`src/rtl/bus_pkg.sv`:
```
// rtl/bus_pkg.sv - shared bus transaction types, arbiter states and bus widths
package bus_pkg;

    localparam int BUS_AW = 32;
    localparam int BUS_DW = 32;

    typedef enum logic {
        READ  = 1'b0,
        WRITE = 1'b1
    } ttype_e;

    typedef enum logic [1:0] {
        BYTE = 2'd0,
        HALF = 2'd1,
        WORD = 2'd2
    } tsize_e;

    typedef enum logic [1:0] {
        IDLE    = 2'd0,
        GRANTED = 2'd1,
        BUSY    = 2'd2
    } arb_state_e;

endpackage

```
`src/rtl/bus_arbiter_if.sv`:
```
// rtl/bus_arbiter_if.sv - master-port bundle and shared slave port of the bus arbiter
interface bus_arbiter_if
    import bus_pkg::*;
#(
    parameter int N_MASTERS = 2
) ();

    logic [N_MASTERS-1:0]        m_breq;
    logic [N_MASTERS-1:0]        m_bstart;
    logic [N_MASTERS-1:0]        m_ttype;
    logic [2*N_MASTERS-1:0]      m_tsize;
    logic [BUS_AW*N_MASTERS-1:0] m_addr;
    logic [BUS_DW*N_MASTERS-1:0] m_wdata;
    logic [N_MASTERS-1:0]        m_bgnt;
    logic [N_MASTERS-1:0]        m_bdone;
    logic [N_MASTERS-1:0]        m_berror;
    logic [BUS_DW-1:0]           m_rdata;

    logic                        s_bstart;
    logic                        s_ttype;
    logic [1:0]                  s_tsize;
    logic [BUS_AW-1:0]           s_addr;
    logic [BUS_DW-1:0]           s_wdata;
    logic                        s_bdone;
    logic                        s_berror;
    logic [BUS_DW-1:0]           s_rdata;

    // master: the arbiter, which owns the slave port; slave: the masters plus the slave device
    modport master (
        input  m_breq, m_bstart, m_ttype, m_tsize, m_addr, m_wdata,
        output m_bgnt, m_bdone, m_berror, m_rdata,
        output s_bstart, s_ttype, s_tsize, s_addr, s_wdata,
        input  s_bdone, s_berror, s_rdata
    );

    modport slave (
        output m_breq, m_bstart, m_ttype, m_tsize, m_addr, m_wdata,
        input  m_bgnt, m_bdone, m_berror, m_rdata,
        input  s_bstart, s_ttype, s_tsize, s_addr, s_wdata,
        output s_bdone, s_berror, s_rdata
    );

endinterface

```
`src/rtl/arb_rr_pick.sv`:
```
// rtl/arb_rr_pick.sv - combinational round-robin pick: first requester at or after ptr, modulo N
module arb_rr_pick #(
    parameter int N  = 2,
    parameter int PW = (N > 1) ? $clog2(N) : 1
) (
    input  logic [N-1:0]  req_i,
    input  logic [PW-1:0] ptr_i,
    output logic [N-1:0]  gnt_o,
    output logic [PW-1:0] idx_o,
    output logic          valid_o
);

    // First pass covers indices at/after the pointer, second pass wraps around to the rest.
    always_comb begin
        gnt_o   = '0;
        idx_o   = '0;
        valid_o = 1'b0;
        for (int i = 0; i < N; i++) begin
            if (!valid_o && req_i[i] && (PW'(i) >= ptr_i)) begin
                gnt_o[i] = 1'b1;
                idx_o    = PW'(i);
                valid_o  = 1'b1;
            end
        end
        for (int i = 0; i < N; i++) begin
            if (!valid_o && req_i[i]) begin
                gnt_o[i] = 1'b1;
                idx_o    = PW'(i);
                valid_o  = 1'b1;
            end
        end
    end

endmodule

```
`src/rtl/bus_arbiter.sv`:
```
// rtl/bus_arbiter.sv - round-robin arbiter sharing one slave bus between N masters, with watchdog abort
module bus_arbiter
    import bus_pkg::*;
#(
    parameter int N_MASTERS   = 2,
    parameter int PRIO_MASTER = 0,
    parameter int TIMEOUT     = 255,
    parameter int TO_W        = $clog2(TIMEOUT + 1)
) (
    input  logic          clk,
    input  logic          rst,
    bus_arbiter_if.master bus
);

    localparam int              PW      = (N_MASTERS > 1) ? $clog2(N_MASTERS) : 1;
    localparam int              WD_W    = (TO_W > 0) ? TO_W : 1;
    localparam logic [WD_W-1:0] WD_LAST = (TIMEOUT > 0) ? WD_W'(TIMEOUT - 1) : '0;
    localparam logic [PW-1:0]   PTR_RST = PW'(PRIO_MASTER);
    localparam logic [PW-1:0]   PTR_MAX = PW'(N_MASTERS - 1);

    arb_state_e           state_q, state_d;
    logic [N_MASTERS-1:0] bgnt_q, bgnt_d;
    logic [PW-1:0]        owner_q, owner_d;
    logic [PW-1:0]        rr_ptr_q, rr_ptr_d;
    logic [WD_W-1:0]      wd_q, wd_d;

    logic [N_MASTERS-1:0] pick_gnt;
    logic [PW-1:0]        pick_idx;
    logic                 pick_valid;

    logic                 own_breq;
    logic                 own_bstart;
    logic                 own_ttype;
    logic [1:0]           own_tsize;
    logic [BUS_AW-1:0]    own_addr;
    logic [BUS_DW-1:0]    own_wdata;
    logic                 wd_expire;
    logic [N_MASTERS-1:0] bdone;
    logic [N_MASTERS-1:0] berror;

    arb_rr_pick #(
        .N  (N_MASTERS),
        .PW (PW)
    ) u_pick (
        .req_i   (bus.m_breq),
        .ptr_i   (rr_ptr_q),
        .gnt_o   (pick_gnt),
        .idx_o   (pick_idx),
        .valid_o (pick_valid)
    );

    // The registered one-hot grant doubles as the owner select, so no owner means all zeros.
    always_comb begin
        own_breq   = 1'b0;
        own_bstart = 1'b0;
        own_ttype  = 1'b0;
        own_tsize  = '0;
        own_addr   = '0;
        own_wdata  = '0;
        for (int i = 0; i < N_MASTERS; i++) begin
            if (bgnt_q[i]) begin
                own_breq   = bus.m_breq[i];
                own_bstart = bus.m_bstart[i];
                own_ttype  = bus.m_ttype[i];
                own_tsize  = bus.m_tsize[i*2 +: 2];
                own_addr   = bus.m_addr[i*BUS_AW +: BUS_AW];
                own_wdata  = bus.m_wdata[i*BUS_DW +: BUS_DW];
            end
        end
    end

    assign wd_expire = (TIMEOUT > 0) && (state_q == BUSY) && (wd_q == WD_LAST);

    always_comb begin
        state_d  = state_q;
        bgnt_d   = bgnt_q;
        owner_d  = owner_q;
        rr_ptr_d = rr_ptr_q;
        wd_d     = wd_q;
        bdone    = '0;
        berror   = '0;
        unique case (state_q)
            IDLE: begin
                if (pick_valid) begin
                    bgnt_d  = pick_gnt;
                    owner_d = pick_idx;
                    state_d = GRANTED;
                end
            end
            GRANTED: begin
                if (own_bstart) begin
                    wd_d    = '0;
                    state_d = BUSY;
                end else if (!own_breq) begin
                    bgnt_d  = '0;
                    state_d = IDLE;
                end
            end
            BUSY: begin
                // Slave completion is checked first so a late bdone still beats the watchdog.
                if (bus.s_bdone || bus.s_berror) begin
                    bdone    = bus.s_bdone ? bgnt_q : '0;
                    berror   = bus.s_berror ? bgnt_q : '0;
                    rr_ptr_d = (owner_q == PTR_MAX) ? '0 : owner_q + PW'(1);
                    bgnt_d   = '0;
                    state_d  = IDLE;
                end else if (wd_expire) begin
                    berror  = bgnt_q;
                    bgnt_d  = '0;
                    state_d = IDLE;
                end else if (wd_q != WD_LAST) begin
                    wd_d = wd_q + WD_W'(1);
                end
            end
            default: begin
                bgnt_d  = '0;
                state_d = IDLE;
            end
        endcase
    end

    always_ff @(posedge clk or posedge rst) begin
        if (rst) begin
            state_q  <= IDLE;
            bgnt_q   <= '0;
            owner_q  <= '0;
            rr_ptr_q <= PTR_RST;
            wd_q     <= '0;
        end else begin
            state_q  <= state_d;
            bgnt_q   <= bgnt_d;
            owner_q  <= owner_d;
            rr_ptr_q <= rr_ptr_d;
            wd_q     <= wd_d;
        end
    end

    assign bus.m_bgnt   = bgnt_q;
    assign bus.m_bdone  = bdone;
    assign bus.m_berror = berror;
    assign bus.m_rdata  = bus.s_rdata;
    assign bus.s_bstart = own_bstart;
    assign bus.s_ttype  = own_ttype;
    assign bus.s_tsize  = own_tsize;
    assign bus.s_addr   = own_addr;
    assign bus.s_wdata  = own_wdata;

endmodule

```
`src/flat_wrapper.sv`:
```
// flat-port wrapper written by rule: the top's interface ports become plain ports
module bus_arbiter_flat import bus_pkg::*;
#(
    parameter int N_MASTERS   = 2,
    parameter int PRIO_MASTER = 0,
    parameter int TIMEOUT     = 255,
    parameter int TO_W        = $clog2(TIMEOUT + 1)
)
  (clk, rst, bus_m_breq, bus_m_bstart, bus_m_ttype, bus_m_tsize, bus_m_addr, bus_m_wdata, bus_m_bgnt, bus_m_bdone, bus_m_berror, bus_m_rdata, bus_s_bstart, bus_s_ttype, bus_s_tsize, bus_s_addr, bus_s_wdata, bus_s_bdone, bus_s_berror, bus_s_rdata);
  bus_arbiter_if #(.N_MASTERS(N_MASTERS)) bus_i ();
  input  logic clk;
  input  logic rst;
  input wire logic [$bits(bus_i.m_breq)-1:0] bus_m_breq;
  input wire logic [$bits(bus_i.m_bstart)-1:0] bus_m_bstart;
  input wire logic [$bits(bus_i.m_ttype)-1:0] bus_m_ttype;
  input wire logic [$bits(bus_i.m_tsize)-1:0] bus_m_tsize;
  input wire logic [$bits(bus_i.m_addr)-1:0] bus_m_addr;
  input wire logic [$bits(bus_i.m_wdata)-1:0] bus_m_wdata;
  output wire logic [$bits(bus_i.m_bgnt)-1:0] bus_m_bgnt;
  output wire logic [$bits(bus_i.m_bdone)-1:0] bus_m_bdone;
  output wire logic [$bits(bus_i.m_berror)-1:0] bus_m_berror;
  output wire logic [$bits(bus_i.m_rdata)-1:0] bus_m_rdata;
  output wire logic [$bits(bus_i.s_bstart)-1:0] bus_s_bstart;
  output wire logic [$bits(bus_i.s_ttype)-1:0] bus_s_ttype;
  output wire logic [$bits(bus_i.s_tsize)-1:0] bus_s_tsize;
  output wire logic [$bits(bus_i.s_addr)-1:0] bus_s_addr;
  output wire logic [$bits(bus_i.s_wdata)-1:0] bus_s_wdata;
  input wire logic [$bits(bus_i.s_bdone)-1:0] bus_s_bdone;
  input wire logic [$bits(bus_i.s_berror)-1:0] bus_s_berror;
  input wire logic [$bits(bus_i.s_rdata)-1:0] bus_s_rdata;
  assign bus_i.m_breq = bus_m_breq;
  assign bus_i.m_bstart = bus_m_bstart;
  assign bus_i.m_ttype = bus_m_ttype;
  assign bus_i.m_tsize = bus_m_tsize;
  assign bus_i.m_addr = bus_m_addr;
  assign bus_i.m_wdata = bus_m_wdata;
  assign bus_m_bgnt = bus_i.m_bgnt;
  assign bus_m_bdone = bus_i.m_bdone;
  assign bus_m_berror = bus_i.m_berror;
  assign bus_m_rdata = bus_i.m_rdata;
  assign bus_s_bstart = bus_i.s_bstart;
  assign bus_s_ttype = bus_i.s_ttype;
  assign bus_s_tsize = bus_i.s_tsize;
  assign bus_s_addr = bus_i.s_addr;
  assign bus_s_wdata = bus_i.s_wdata;
  assign bus_i.s_bdone = bus_s_bdone;
  assign bus_i.s_berror = bus_s_berror;
  assign bus_i.s_rdata = bus_s_rdata;
  bus_arbiter #(.N_MASTERS(N_MASTERS), .PRIO_MASTER(PRIO_MASTER), .TIMEOUT(TIMEOUT), .TO_W(TO_W)) u_core (.clk(clk), .rst(rst), .bus(bus_i));
endmodule
```
`config.mk`:
```
export PLATFORM = sky130hd
export DESIGN_NAME = bus_arbiter_flat
export DESIGN_NICKNAME = d
export VERILOG_FILES = /design/src/rtl/bus_pkg.sv /design/src/rtl/bus_arbiter_if.sv /design/src/rtl/arb_rr_pick.sv /design/src/rtl/bus_arbiter.sv /design/src/flat_wrapper.sv
export SDC_FILE = /design/constraint.sdc
export NUM_CORES = 1
export LEC_CHECK = 0
export CAP_MARGIN = 20
export CELL_PAD_IN_SITES_DETAIL_PLACEMENT = 1
export CELL_PAD_IN_SITES_GLOBAL_PLACEMENT = 2
export CORE_MARGIN = 10
export CORE_UTILIZATION = 10
export CTS_CLUSTER_DIAMETER = 50
export DETAILED_ROUTE_END_ITERATION = 16
export GPL_TIMING_DRIVEN = 1
export PLACE_DENSITY_LB_ADDON = 0.1
export RECOVER_POWER = 25
export SETUP_SLACK_MARGIN = 0.02
export SYNTH_ARGS = -nofsm -noshare
export SYNTH_HDL_FRONTEND = slang
export SYNTH_SLANG_ARGS = --single-unit
export TNS_END_PERCENT = 20
```
`constraint.sdc`:
```
create_clock -name clk -period 1.7 [get_ports clk]
set_input_delay 0.51 -clock clk [delete_from_list [all_inputs] [get_ports clk]]
set_output_delay 0.51 -clock clk [all_outputs]
set_load 0.01 [all_outputs]
```
* Word-level counts from Yosys, hierarchy flattened
Cells that the tools add are included.
** Cells by class
- Mux-type cells :: 43
- Equality and inequality tests :: 13
- Add/sub/neg operators :: 2
- Reductions and logical operators :: 17
- $lt $le $gt $ge :: 2
** Operator list (number)
- 32-bit two-way mux :: 4
- 2-bit two-way mux :: 16
- 8-bit two-way mux :: 4
- 1-bit two-way mux :: 16
- 8-bit case mux with 2 select lines :: 1
- 2-bit != test, second input constant :: 6
- 2-bit case mux with 3 select lines :: 2
- 8-bit by 1-bit adder with 8-bit output, second input constant :: 1
- 8-bit == test, second input constant :: 1
- 8-bit != test, second input constant :: 1
- 1-bit logical AND :: 6
- 5-bit AND reduction :: 1
- 2-bit AND reduction :: 2
- 4-bit AND reduction :: 1
- 1-bit logical NOT :: 3
- 3-bit by 2-bit != test with 1-bit output, second input constant :: 1
- 3-bit != test, second input constant :: 1
- 3-bit AND reduction :: 1
- 2-bit by 1-bit == test with 1-bit output, second input constant :: 1
- 2-bit == test, second input constant :: 1
- 1-bit greater-or-equal comparator, first input constant :: 2
- 2-bit logical NOT :: 1
- 2-bit by 1-bit != test with 1-bit output, second input constant :: 1
- 2-bit nonzero test :: 1
- 2 further kinds :: 2
** Storage, ports and cells
- Bits in registers :: 14
- Output and inout bits :: 106
- Input bits :: 174
- Word-level logic and storage cells :: 82

* Longest topological paths before layout
Gate-level depths: netlist of the first run.
- Depth after elaboration :: 15
- Depth in mapped cells :: 7
- Depth with buffers taken out :: 6

* By module
Synthesis of the first run repeated with hierarchy kept, for this count alone.
** Second synthesis, totals
- Cell total of the unflattened synthesis :: 205
- Area, all modules :: 1760.4 um2
** Modules (own cells, without submodules)
- bus_arbiter :: instances 1, cells an instance 200, area each 1727.9 um2, sequential area each 350.3 um2
- arb_rr_pick :: instances 1, cells an instance 5, area each 32.5 um2, sequential area each 0.0 um2

* Worst setup path after synthesis of the first run
OpenSTA, ideal clock, no wires.
- Path type :: register to output
- From :: register u_core.bgnt_q[1], in the netlist u_core.bus.m_bgnt[1]
- To :: output bus_m_berror[1]
- Required time :: 1.190 ns
- Cell stages (with the launch flop) :: 6
- Arrival time :: 1.367 ns
- Path buffers :: 3
- Slack :: -0.177 ns
- Cell sequence :: dfrtp_1 > buf_4 > clkbuf_1 > clkbuf_1 > inv_1 > nor2_1
** Between the ends
- Word-level cells in the longest chain between the ends :: 3
- Elaborated cells on any way between the ends :: 4
- Classes of those cells :: mux: 4
** Ends and longest elaborated chain
- start: declaration :: line bus_arbiter.sv:22 : logic [N_MASTERS-1:0] bgnt_q, bgnt_d;
- start signal: assignment :: line bus_arbiter.sv:131 : bgnt_q <= bgnt_d;
- 2-bit two-way mux (on tied branches) :: line bus_arbiter.sv:107, bus_arbiter.sv:103
- 2-bit two-way mux (*) :: line bus_arbiter.sv:101 : if (bus.s_bdone || bus.s_berror) begin
- 2-bit two-way mux (*) :: line bus_arbiter.sv:82 : unique case (state_q)
- end: declaration :: line flat_wrapper.sv:21 : output wire logic [$bits(bus_i.m_berror)-1:0] bus_m_berror;
Every way passes the cells marked *; elsewhere a longest branch is shown, timed or not.

* Final worst setup path of the first run
- From :: register u_core.bgnt_q[0], in the netlist u_core.bus.m_bgnt[0]
- To :: output bus_s_wdata[11]
** Between the ends
- Word-level cells in the longest chain between the ends :: 2
** Ends and longest elaborated chain
- 32-bit two-way mux (2 in a row) :: line bus_arbiter.sv:61 : if (bgnt_q[i]) begin
- end: declaration :: line flat_wrapper.sv:27 : output wire logic [$bits(bus_i.s_wdata)-1:0] bus_s_wdata;
Every way passes these cells.

==> out/metrics.cfg, run 1 <==
[outcome]
status=finished, violations left
violations=negative setup slack

[global_route]
grt_pass1_wl_mm=20.3
grt_overflow_total=0
grt_pass1_vias=2855
grt_max_degree=41
grt_use_total_pct=10.9
antenna_found_initial=1

[synth]
synth_top_flop_cell=dfrtp_1
synth_edf_count=0
synth_adder_area_share_pct=3.44
syn-instance-count=218
synth_area_leader_cell=a22o_1
synthTopCellsByArea=a22o_1 (33%), dfrtp_1 (19%), buf_4 (14%)
synth_compound_area_share_pct=43.9
synth_top_family_by_area=compound AO/OA/AOI/OAI gates
yosysUniqueCellTypes=37
synth_xor_area_share_pct=0
syn_area_um2=1820
ys_ff_latch=14
yosys-mux-area-fraction_pct=1.79
yosys_warnings=0
syn-num-nets=397
synth_area_per_cell_um2=8.33
yosys.area_share.simple_pct=12.3
synth.yosys.seq_area_share_pct=19.3
yosysTopAreaCellShare_pct=33.3
async_flop_share_pct=100

[setup_path]
worstSetupStartpointType=register
cp_slowest_stage_delay_ns=0.38
path_max_fanout=8
path_cells=nor2b_4, buf_12, buf_12, buf_6, a22o_1, buf_6
worstReg2RegStart=u_core.bus.m_bgnt[1]$_DFFE_PP0P_
cpMaxStageDelayCell=dfrtp_1
critPathArrivalTime_ns=1.50
startpoint=u_core.bus.m_bgnt[0]$_DFFE_PP0P_
crit_path_end_kind=output port
required_ns=1.19
worst-path-buf-inv=4
crit_type=register to output port
crit_family=buffers and inverters

[power]
power_mw=6.23
leakage_nw=2.09
p_per_area_nw_per_um2=1330
vdd_drop_max_v=0.000628

[sta]
rsz0062_at_grt=yes
fin_setup_tns_ns=-17.73
setup_viol=84
fin_ws_ns=-0.308
relSlewSlack_pct=40.5
whs_ns=0.466
finalMaxSlewViolations=0
fin_crit_ns=2.01
hold_violations=0
worst_slew_pin_slew_ns=0.892
fmax_ghz=0.498
period_share_pct=118
fin_skew_ns=0.00499

[finish]
area_growth_pct=158
nets=634
postLayoutCellArea_um2=4690
drive_gt1_share_pct=38.1
antenna_cells=0
final_cells=683
post-route-util_pct=26.2

[route]
drtIter0Drc=39
vias=2724
first_pass_iters=3
ant_nets=0
via_per_inst=3.99
drt_wl_total_mm=14.6
post-route-drc-count=0
routedWlPerCell_um=21.4

[clock_tree]
ctsRootBufferMaster=clkbuf_16
insertion_delay_ns=0.25
postCtsHoldBufs=0
cts-buffers-inserted=3
h-tree-depth=1
cts_tree=built
clkSinkCount=14
max-clock-path-buffers=2
cts.reportedPaths.clkPinSlew_ns=0.05

[placement]
placedCellCount=664
postPlaceCellArea_um2=4440
routabilityCongestion=0.804
place_ws_ns=-0.738
port_buffers=215
hpwl_mm=12.0

[floorplanning]
core_um2=17900
start_util_pct=10.1
io_pins=280
rows=49
die-area_um2=24000
die_h_um=155
die_w_um=155

[worst_hold_path]
min_from=u_core.owner_q$_DFFE_PP0P_
hold_class=register to register

[run]
drv_cap=0

==> registers in the layout, indices dropped and copies added, names as in the netlist <==
register           flops
u_core.bus.m_bgnt      2
u_core.owner_q         1
u_core.rr_ptr_q        1
u_core.state_q         2
u_core.wd_q            8
==> cell families (layout without fill, tap and decap cells) <==
logic type / Yosys count / count (layout)
flops: 14 / 14
compound gates: 95 / 95
buf+inv: 59 / 295
mux: 3 / 3
simple gates: 42 / 42
fa+ha+maj: 5 / 5
==> final cells by class <==
| type | count | area, um2 |
|---|---|---|
| Timing Repair Buffer | 282 | 2670 |
| Tap cell | 229 | 287 |
| Sequential cell | 14 | 352 |
| Fill cell | 2077 | 13200 |
| Inverter | 9 | 36.3 |
| Multi-Input combinational cell | 145 | 1260 |
| Clock buffer | 4 | 88.8 |
==> cell usage in the layout, fill, tap and decap left out, drive strengths merged, types with 3 or more instances in the layout <==
| cell | netlist | final |
|---|---|---|
| and3 | 3 | 3 |
| dfrtp | 14 | 14 |
| inv | 9 | 9 |
| ha | 5 | 5 |
| o21ai | 9 | 9 |
| clkbuf | 13 | 9 |
| o211ai | 4 | 4 |
| nand3 | 6 | 6 |
| nor2b | 3 | 3 |
| buf | 37 | 135 |
| a22o | 69 | 69 |
| clkdlybuf4s50 | 0 | 137 |
| nor2 | 10 | 10 |
| nand4 | 5 | 5 |
| nand2 | 8 | 8 |
==> report_power, final <==
group          leakage, nW  internal, mW  switching, mW
Combinational         1.86          2.94           2.30
Sequential           0.187         0.411         0.0621
Clock               0.0442         0.357          0.152
==> path summary, 6_finish.rpt <==
kind | depth (start not counted) | end | slack (ns)
worst min-delay path | 1 | u_core.rr_ptr_q$_DFFE_PP0P_ | 0.47
min in group asynchronous | 3 | u_core.state_q[0]$_DFFE_PP0P_ | 0.95
worst min register to register | 1 | u_core.rr_ptr_q$_DFFE_PP0P_ | 0.47
max in group asynchronous | 3 | u_core.bus.m_bgnt[1]$_DFFE_PP0P_ | 0.14
worst max register to register | 9 | u_core.wd_q[6]$_DFFE_PP0P_ | -0.18
worst max-delay path | 6 | bus_s_wdata[11] | -0.31
==> per-layer routing <==
| metal | track usage [%] | share of wire, % | vias to the layer above |
|---|---|---|---|
| li1 | - | - | 1281 |
| met1 | 13.0 | 41 | 1311 |
| met2 | 19.8 | 51 | 118 |
| met3 | 2.86 | 6.9 | 12 |
| met4 | 1.30 | 0.38 | 2 |
| met5 | 0 | 0.13 | - |
==> cells in the mapped netlist (2+ instances only) <==
| cell | count |
|---|---|
| nor3_1 | 2 |
| nor2_1 | 10 |
| mux2_1 | 2 |
| buf_4 | 33 |
| a31oi_1 | 2 |
| clkbuf_1 | 13 |
| nand2_1 | 8 |
| nand3_1 | 6 |
| a22o_1 | 69 |
| buf_2 | 4 |
| nor2b_1 | 3 |
| inv_1 | 9 |
| and3_1 | 3 |
| o21ai_0 | 7 |
| nand4_1 | 4 |
| ha_1 | 5 |
| a21oi_1 | 2 |
| dfrtp_1 | 14 |
| o21ai_1 | 2 |
| o211ai_2 | 3 |
==> repair_timing <==
action | in CTS | in global routing
gates resized for setup | 332 | 54
buffers inserted | 7 | 6
endpoints found under the setup margin | 86 | 86
pin swaps | 8 | 26
cloned | 1 | 4
Note: power is estimated with default switching activity, not from simulation.
==> run 2, diff against run 1 <==
SKIP_CTS_REPAIR_TIMING = 1   (was not set)
==> run 2 against run 1 <==
The run still ends with negative setup slack left; clock-buffer cell count did not move; first-iteration DRC count rose by 7.7%; setup slack improved by 0.027 ns; largest cell class unchanged; largest power group unchanged; highest routed layer unchanged.
==> out/metrics.cfg, run 2 (synthesis results as in run 1) <==
[outcome]
status=finished, violations left  ; unchanged
violations=negative setup slack  ; unchanged

[route]
first_pass_iters=4  ; was 3
drt_wl_total_mm=14.1  ; was 14.6 mm
routedWlPerCell_um=21.0  ; was 21.4 um
post-route-drc-count=0  ; unchanged
via_per_inst=4.02  ; was 3.99
drtIter0Drc=42  ; was 39
vias=2701  ; was 2724
ant_nets=0  ; unchanged

[setup_path]
cp_slowest_stage_delay_ns=0.41  ; was 0.38 ns
r2r-end=u_core.wd_q[6]$_DFFE_PP0P_  ; unchanged
required_ns=1.19  ; about the same
reg2regPathDepth=8  ; was 9
cpMaxStageDelayCell=clkdlybuf4s50_1  ; was dfrtp_1
path_max_fanout=2  ; was 8
path_cells=clkdlybuf4s50_1, and2_1, or2_1, clkbuf_2  ; was nor2b_4, buf_12, buf_12, buf_6, a22o_1, buf_6
ff2ff_setup_slack_ns=-0.10  ; was -0.18 ns
worstReg2RegStart=u_core.state_q[1]$_DFFE_PP0P_  ; was u_core.bus.m_bgnt[1]$_DFFE_PP0P_
worstSetupStartpointType=primary input  ; was register
crit_type=primary input to output port  ; was register to output port
crit_path_end_kind=output port  ; unchanged
critPathArrivalTime_ns=1.47  ; was 1.50 ns

[sta]
period_share_pct=117  ; was 118%
fin_ws_ns=-0.281  ; was -0.308 ns
relSlewSlack_pct=41.1  ; was 40.5%
fmax_ghz=0.505  ; was 0.498 GHz
setup_viol=84  ; unchanged
rsz0062_at_grt=yes  ; unchanged
finalMaxSlewViolations=0  ; unchanged
fin_skew_ns=0.00526  ; was 0.00499 ns
fin_crit_ns=1.98  ; was 2.01 ns
hold_violations=0  ; unchanged
worst_slew_pin_slew_ns=0.883  ; was 0.892 ns

[finish]
layout_common_cells=clkdlybuf4s50_1 (139), a22o_1 (69), buf_4 (49)  ; was clkdlybuf4s50_1 (137), a22o_1 (69), buf_4 (50)
drive_gt1_share_pct=30.5  ; was 38.1%
layout_commonest_cell=clkdlybuf4s50_1  ; unchanged
multi_input_area_um2=1200  ; was 1260 um2
fillerInstances=2071  ; was 2077
postLayoutCellArea_um2=4500  ; was 4690 um2
regMostFlops=u_core.wd_q  ; unchanged
regArea_um2=352  ; unchanged
largest_reg_flops=8  ; unchanged
antenna_cells=0  ; unchanged
nets=623  ; was 634
area_growth_pct=148  ; was 158%

[power]
vdd_drop_max_v=0.000570  ; was 0.000628 V
p_per_area_nw_per_um2=1240  ; was 1330 nW/um2
leakage_nw=2.28  ; was 2.09 nW
power_mw=5.60  ; was 6.23 mW

[worst_hold_path]
hold_path_end=u_core.rr_ptr_q$_DFFE_PP0P_  ; unchanged
hold_class=register to register  ; unchanged
min_from=u_core.owner_q$_DFFE_PP0P_  ; unchanged
whs_path_depth=1  ; unchanged

[floorplanning]
io_pins=280  ; unchanged
die_w_um=155  ; unchanged
die_h_um=155  ; unchanged
rows=49  ; unchanged
core_um2=17900  ; unchanged
start_util_pct=10.1  ; unchanged
die-area_um2=24000  ; unchanged

[placement]
postPlaceCellArea_um2=4440  ; unchanged
hpwl_mm=12.0  ; unchanged
routabilityCongestion=0.804  ; unchanged
port_buffers=215  ; unchanged
place_ws_ns=-0.738  ; unchanged

[global_route]
grt_pass1_wl_mm=19.8  ; was 20.3 mm
grt_use_total_pct=10.7  ; was 10.9%
antenna_found_initial=1  ; unchanged
grt_pass1_vias=2784  ; was 2855
grt_overflow_total=0  ; unchanged
grt_max_degree=41  ; unchanged

[clock_tree]
ctsRootBufferMaster=clkbuf_16  ; unchanged
cts_tree=built  ; unchanged
cts-buffers-inserted=3  ; unchanged
cts.reportedPaths.clkPinSlew_ns=0.05  ; about the same
max-clock-path-buffers=2  ; unchanged
clkSinkCount=14  ; unchanged
h-tree-depth=1  ; unchanged
insertion_delay_ns=0.25  ; about the same

[run]
drv_cap=0  ; unchanged

-- run 2: cell count changes in the layout (fill, tap and decap cells not counted), moves of 2 or more --
cell / previous run / this run
buf_6: 40 / 10
dlymetal6s2s_1: 1 / 23
clkbuf_2: 1 / 8
buf_2: 37 / 32
clkbuf_16: 6 / 4
clkdlybuf4s50_1: 137 / 139
dlygate4sd2_1: 2 / 0
o21ai_1: 0 / 2
o21ai_2: 3 / 1
-- run 2: through the flow --
stage          setup TNS, ns  hold WS, ns  util (%)  instances
2_1_floorplan       -0.00514        0.399         -        218
3_3_place_gp          -40.88        0.450      24.8        664
3_5_place_dp          -41.12        0.472      24.8        664
4_1_cts               -49.95        0.469      25.3        668
5_1_grt               -21.15        0.504      25.2        672
6_report              -15.93        0.468      25.2        672
-- run 2: worst max-delay path: cells and delay by family --
family	cells	cell delay [ns]
buffers and inverters	2	0.55
AND/OR/NAND/NOR	2	0.41
-- run 2: final cells by class --
class	instances	share of cell area, %
Clock buffer	4	1.97
Inverter	9	0.750
Multi-Input combinational cell	145	26.8
Sequential cell	14	7.81
Tap cell	229	6.36
Timing Repair Buffer	271	56.4
-- run 2: how the worst max path moves through the flow --
stage                                        from               to  slack, ns
floorplan           u_core.state_q[0]$_DFFE_PP0P_  bus_m_berror[0]     -0.005
global placement                      bus_s_bdone   bus_m_bdone[1]      -0.71
detailed placement                    bus_s_bdone   bus_m_bdone[1]      -0.74
CTS                                   bus_s_bdone  bus_m_berror[0]      -0.74
global route        u_core.state_q[0]$_DFFE_PP0P_  bus_m_berror[0]      -0.42
finish                            bus_m_bstart[1]     bus_s_bstart      -0.28
-- run 2: routing by layer --
layer / routed length, um / vias to the layer above / global-route usage (%)
met2: 7180 / 118 / 19.4
li1: - / 1261 / -
met1: 5830 / 1308 / 12.6
met5: 13 / - / 0
met3: 1010 / 12 / 2.94
met4: 54 / 2 / 1.30
-- run 2: power breakdown --
group	switching (mW)	internal (mW)	total, mW
Sequential	0.0604	0.411	0.472
Combinational	2.12	2.51	4.62
Clock	0.152	0.357	0.509
==> run 3, diff against run 2 <==
CAP_MARGIN = not set   (was 20)
CORE_AREA = 2 2 107 109   (was not set)
CORE_MARGIN = not set   (was 10)
CORE_UTILIZATION = not set   (was 10)
DIE_AREA = 0 0 109 111   (was not set)
DONT_BUFFER_PORTS = 1   (was not set)
==> run 3 against run 2 <==
The flow still finishes with violations (negative setup slack); global-route usage up 3.4 points; via count fell by 30%; clock power rose by 1%; first-iteration DRC count rose by 60%; sequential power is 3% higher; clock skew about the same; die area decreased by 49%; register-to-register slack lost 0.05 ns; utilization up 1.6 points; critical endpoint is now bus_s_addr[0]; highest routed layer is now met4.
==> out/metrics.cfg, run 3 (synthesis results as in run 1) <==
[outcome]
status=finished, violations left  ; unchanged
violations=negative setup slack  ; unchanged

[setup_path]
r2r-end=u_core.bus.m_bgnt[0]$_DFFE_PP0P_  ; was u_core.wd_q[6]$_DFFE_PP0P_
path_cells=nor2b_4, buf_4, buf_12, a22o_4, buf_6  ; was clkdlybuf4s50_1, and2_1, or2_1, clkbuf_2
worstSetupStartpointType=register  ; was primary input
reg2regPathDepth=8  ; unchanged
worstReg2RegStart=u_core.bus.m_bgnt[0]$_DFFE_PP0P_  ; was u_core.state_q[1]$_DFFE_PP0P_
crit_family=flip-flops  ; was buffers and inverters
startpoint=u_core.bus.m_bgnt[0]$_DFFE_PP0P_  ; was bus_m_bstart[1]
path_max_fanout=12  ; was 2
cp_slowest_stage_delay_ns=0.42  ; was 0.41 ns
cpMaxStageDelayCell=dfrtp_2  ; was clkdlybuf4s50_1
crit_type=register to output port  ; was primary input to output port
ff2ff_setup_slack_ns=-0.15  ; was -0.10 ns
critPathArrivalTime_ns=1.47  ; about the same
crit_path_end_kind=output port  ; unchanged
required_ns=1.19  ; about the same
worst-path-buf-inv=3  ; was 2

[power]
vdd_drop_max_v=0.000542  ; was 0.000570 V
net-switching-power_mw=2.39  ; was 2.33 mW
internal_power_mw=3.01  ; was 3.27 mW
leakage_nw=1.35  ; was 2.28 nW
p_per_area_nw_per_um2=1820  ; was 1240 nW/um2
swShare_pct=44.2  ; was 41.6%
p_comb_share_pct=81.5  ; was 82.5%
seq_power_share_pct=9.0  ; was 8.4%
p_clk_share_pct=9.5  ; was 9.1%

[sta]
setup_viol=80  ; was 84
relSlewSlack_pct=56.8  ; was 41.1%
rsz0062_at_grt=yes  ; unchanged
worst_slew_pin_slew_ns=0.648  ; was 0.883 ns
fin_crit_ns=1.98  ; about the same
fin_ws_ns=-0.275  ; was -0.281 ns
period_share_pct=116  ; was 117%
fin_skew_ns=0.00491  ; was 0.00526 ns
hold_violations=0  ; unchanged
finalMaxSlewViolations=0  ; unchanged
fmax_ghz=0.506  ; was 0.505 GHz

[placement]
routabilityCongestion=0.723  ; was 0.804
place_ws_ns=-0.115  ; was -0.738 ns
hpwl_mm=8.04  ; was 12.0 mm
postPlaceCellArea_um2=1990  ; was 4440 um2
port_buffers=0  ; was 215

[clock_tree]
max-clock-path-buffers=2  ; unchanged
h-tree-depth=1  ; unchanged
cts_tree=built  ; unchanged
clkSinkCount=14  ; unchanged
cts.reportedPaths.clkPinSlew_ns=0.05  ; about the same
cts-buffers-inserted=3  ; unchanged
ctsRootBufferMaster=clkbuf_16  ; unchanged
insertion_delay_ns=0.25  ; about the same

[finish]
antenna_cells=0  ; unchanged
layout_common_cells=a22o_4 (56), buf_4 (35), a22o_1 (12), dfrtp_1 (12), nand2_1 (8)  ; was clkdlybuf4s50_1 (139), a22o_1 (69), buf_4 (49)
regArea_um2=353  ; was 352 um2
regMostFlops=u_core.wd_q  ; unchanged
area_growth_pct=63.2  ; was 148%
largest_reg_flops=8  ; unchanged
postLayoutCellArea_um2=2970  ; was 4500 um2
drive_gt1_share_pct=64.3  ; was 30.5%
layout_commonest_cell=a22o_4  ; was clkdlybuf4s50_1
multi_input_area_um2=1740  ; was 1200 um2
fillerInstances=1207  ; was 2071
nets=404  ; was 623

[global_route]
grt_pass1_vias=1863  ; was 2784
antenna_found_initial=0  ; was 1
grt_pass1_wl_mm=12.3  ; was 19.8 mm
grt_overflow_total=0  ; unchanged
grt_use_total_pct=14.1  ; was 10.7%
grt_max_degree=49  ; was 41

[floorplanning]
die_h_um=111  ; was 155 um
rows=39  ; was 49
die_w_um=109  ; was 155 um
io_pins=280  ; unchanged
start_util_pct=16.4  ; was 10.1%
core_um2=11100  ; was 17900 um2
die-area_um2=12100  ; was 24000 um2

[route]
ant_nets=0  ; unchanged
first_pass_iters=5  ; was 4
routedWlPerCell_um=27.4  ; was 21.0 um
drtIter0Drc=67  ; was 42
post-route-drc-count=0  ; unchanged
drt_wl_total_mm=10.0  ; was 14.1 mm
vias=1884  ; was 2701
via_per_inst=5.13  ; was 4.02

[run]
drv_cap=0  ; unchanged

[worst_hold_path]
hold_class=primary input to async pin  ; was register to register

## run 3: cell types whose count changed in the layout (fill, tap and decap cells not counted), moves of 3 or more
cell	delta
buf_2	-32
a22o_4	+56
buf_4	-14
dlymetal6s2s_1	-23
nor2_1	-3
buf_6	-5
clkbuf_2	-8
clkdlybuf4s50_1	-139
a22o_1	-57
## run 3: how the worst max path moves through the flow
stage / cells past startpoint / slack (ns) / endpoint
finish: 5 / -0.28 / bus_s_addr[0]
global route: 6 / -0.31 / bus_m_berror[0]
CTS: 4 / -0.39 / bus_s_addr[0]
detailed placement: 4 / -0.12 / bus_s_addr[0]
global placement: 4 / -0.12 / bus_s_addr[0]
floorplan: 6 / -0.005 / bus_m_berror[0]
## run 3: cell type report
cell class              instances  area share [%]
multi-input cells             145            58.6
repair buffers                 52            19.4
flip-flops and latches         14            11.9
well taps                     143            6.03
clock buffers                   4            3.00
inverters                       9            1.14
## run 3: metrics by stage
| stage | instances | util (%) | power (mW) | hold slack, ns | TNS, ns |
|---|---|---|---|---|---|
| after floorplan | 218 | - | 2.46 | 0.399 | -0.00514 |
| after global placement | 345 | 18.0 | 3.35 | 0.456 | -0.460 |
| after detailed placement | 345 | 18.0 | 3.40 | 0.470 | -0.589 |
| after CTS | 349 | 18.8 | 3.94 | 0.267 | -16.17 |
| after global routing | 367 | 26.8 | 5.71 | 0.286 | -16.92 |
| final | 367 | 26.8 | 5.40 | 0.236 | -12.72 |
## run 3: worst reg2reg max path, cell delays in order (launching register included)
cell and delay, ns:
dfrtp_2 0.42, nor2b_4 0.15, buf_12 0.13, buf_8 0.11
buf_8 0.12, buf_4 0.14, a31oi_4 0.19, nand4_2 0.14
mux2_1 0.33
## run 3: routing by layer
metal,up-vias,share of wire [%],track usage [%]
met5,-,0,0
met4,0,0.17,0.940
met3,4,12,5.82
met2,131,47,21.9
met1,929,40,19.1
li1,820,-,-
## run 3: power by group through the flow
stage                     Combinational [mW]  Sequential [mW]  Clock [mW]
after global routing                    4.67            0.501       0.534
after detailed placement                2.89            0.511           0
after CTS                               2.91            0.506       0.525
after global placement                  2.85            0.509           0
final                                   4.40            0.487       0.514
after floorplan                         1.99            0.473           0
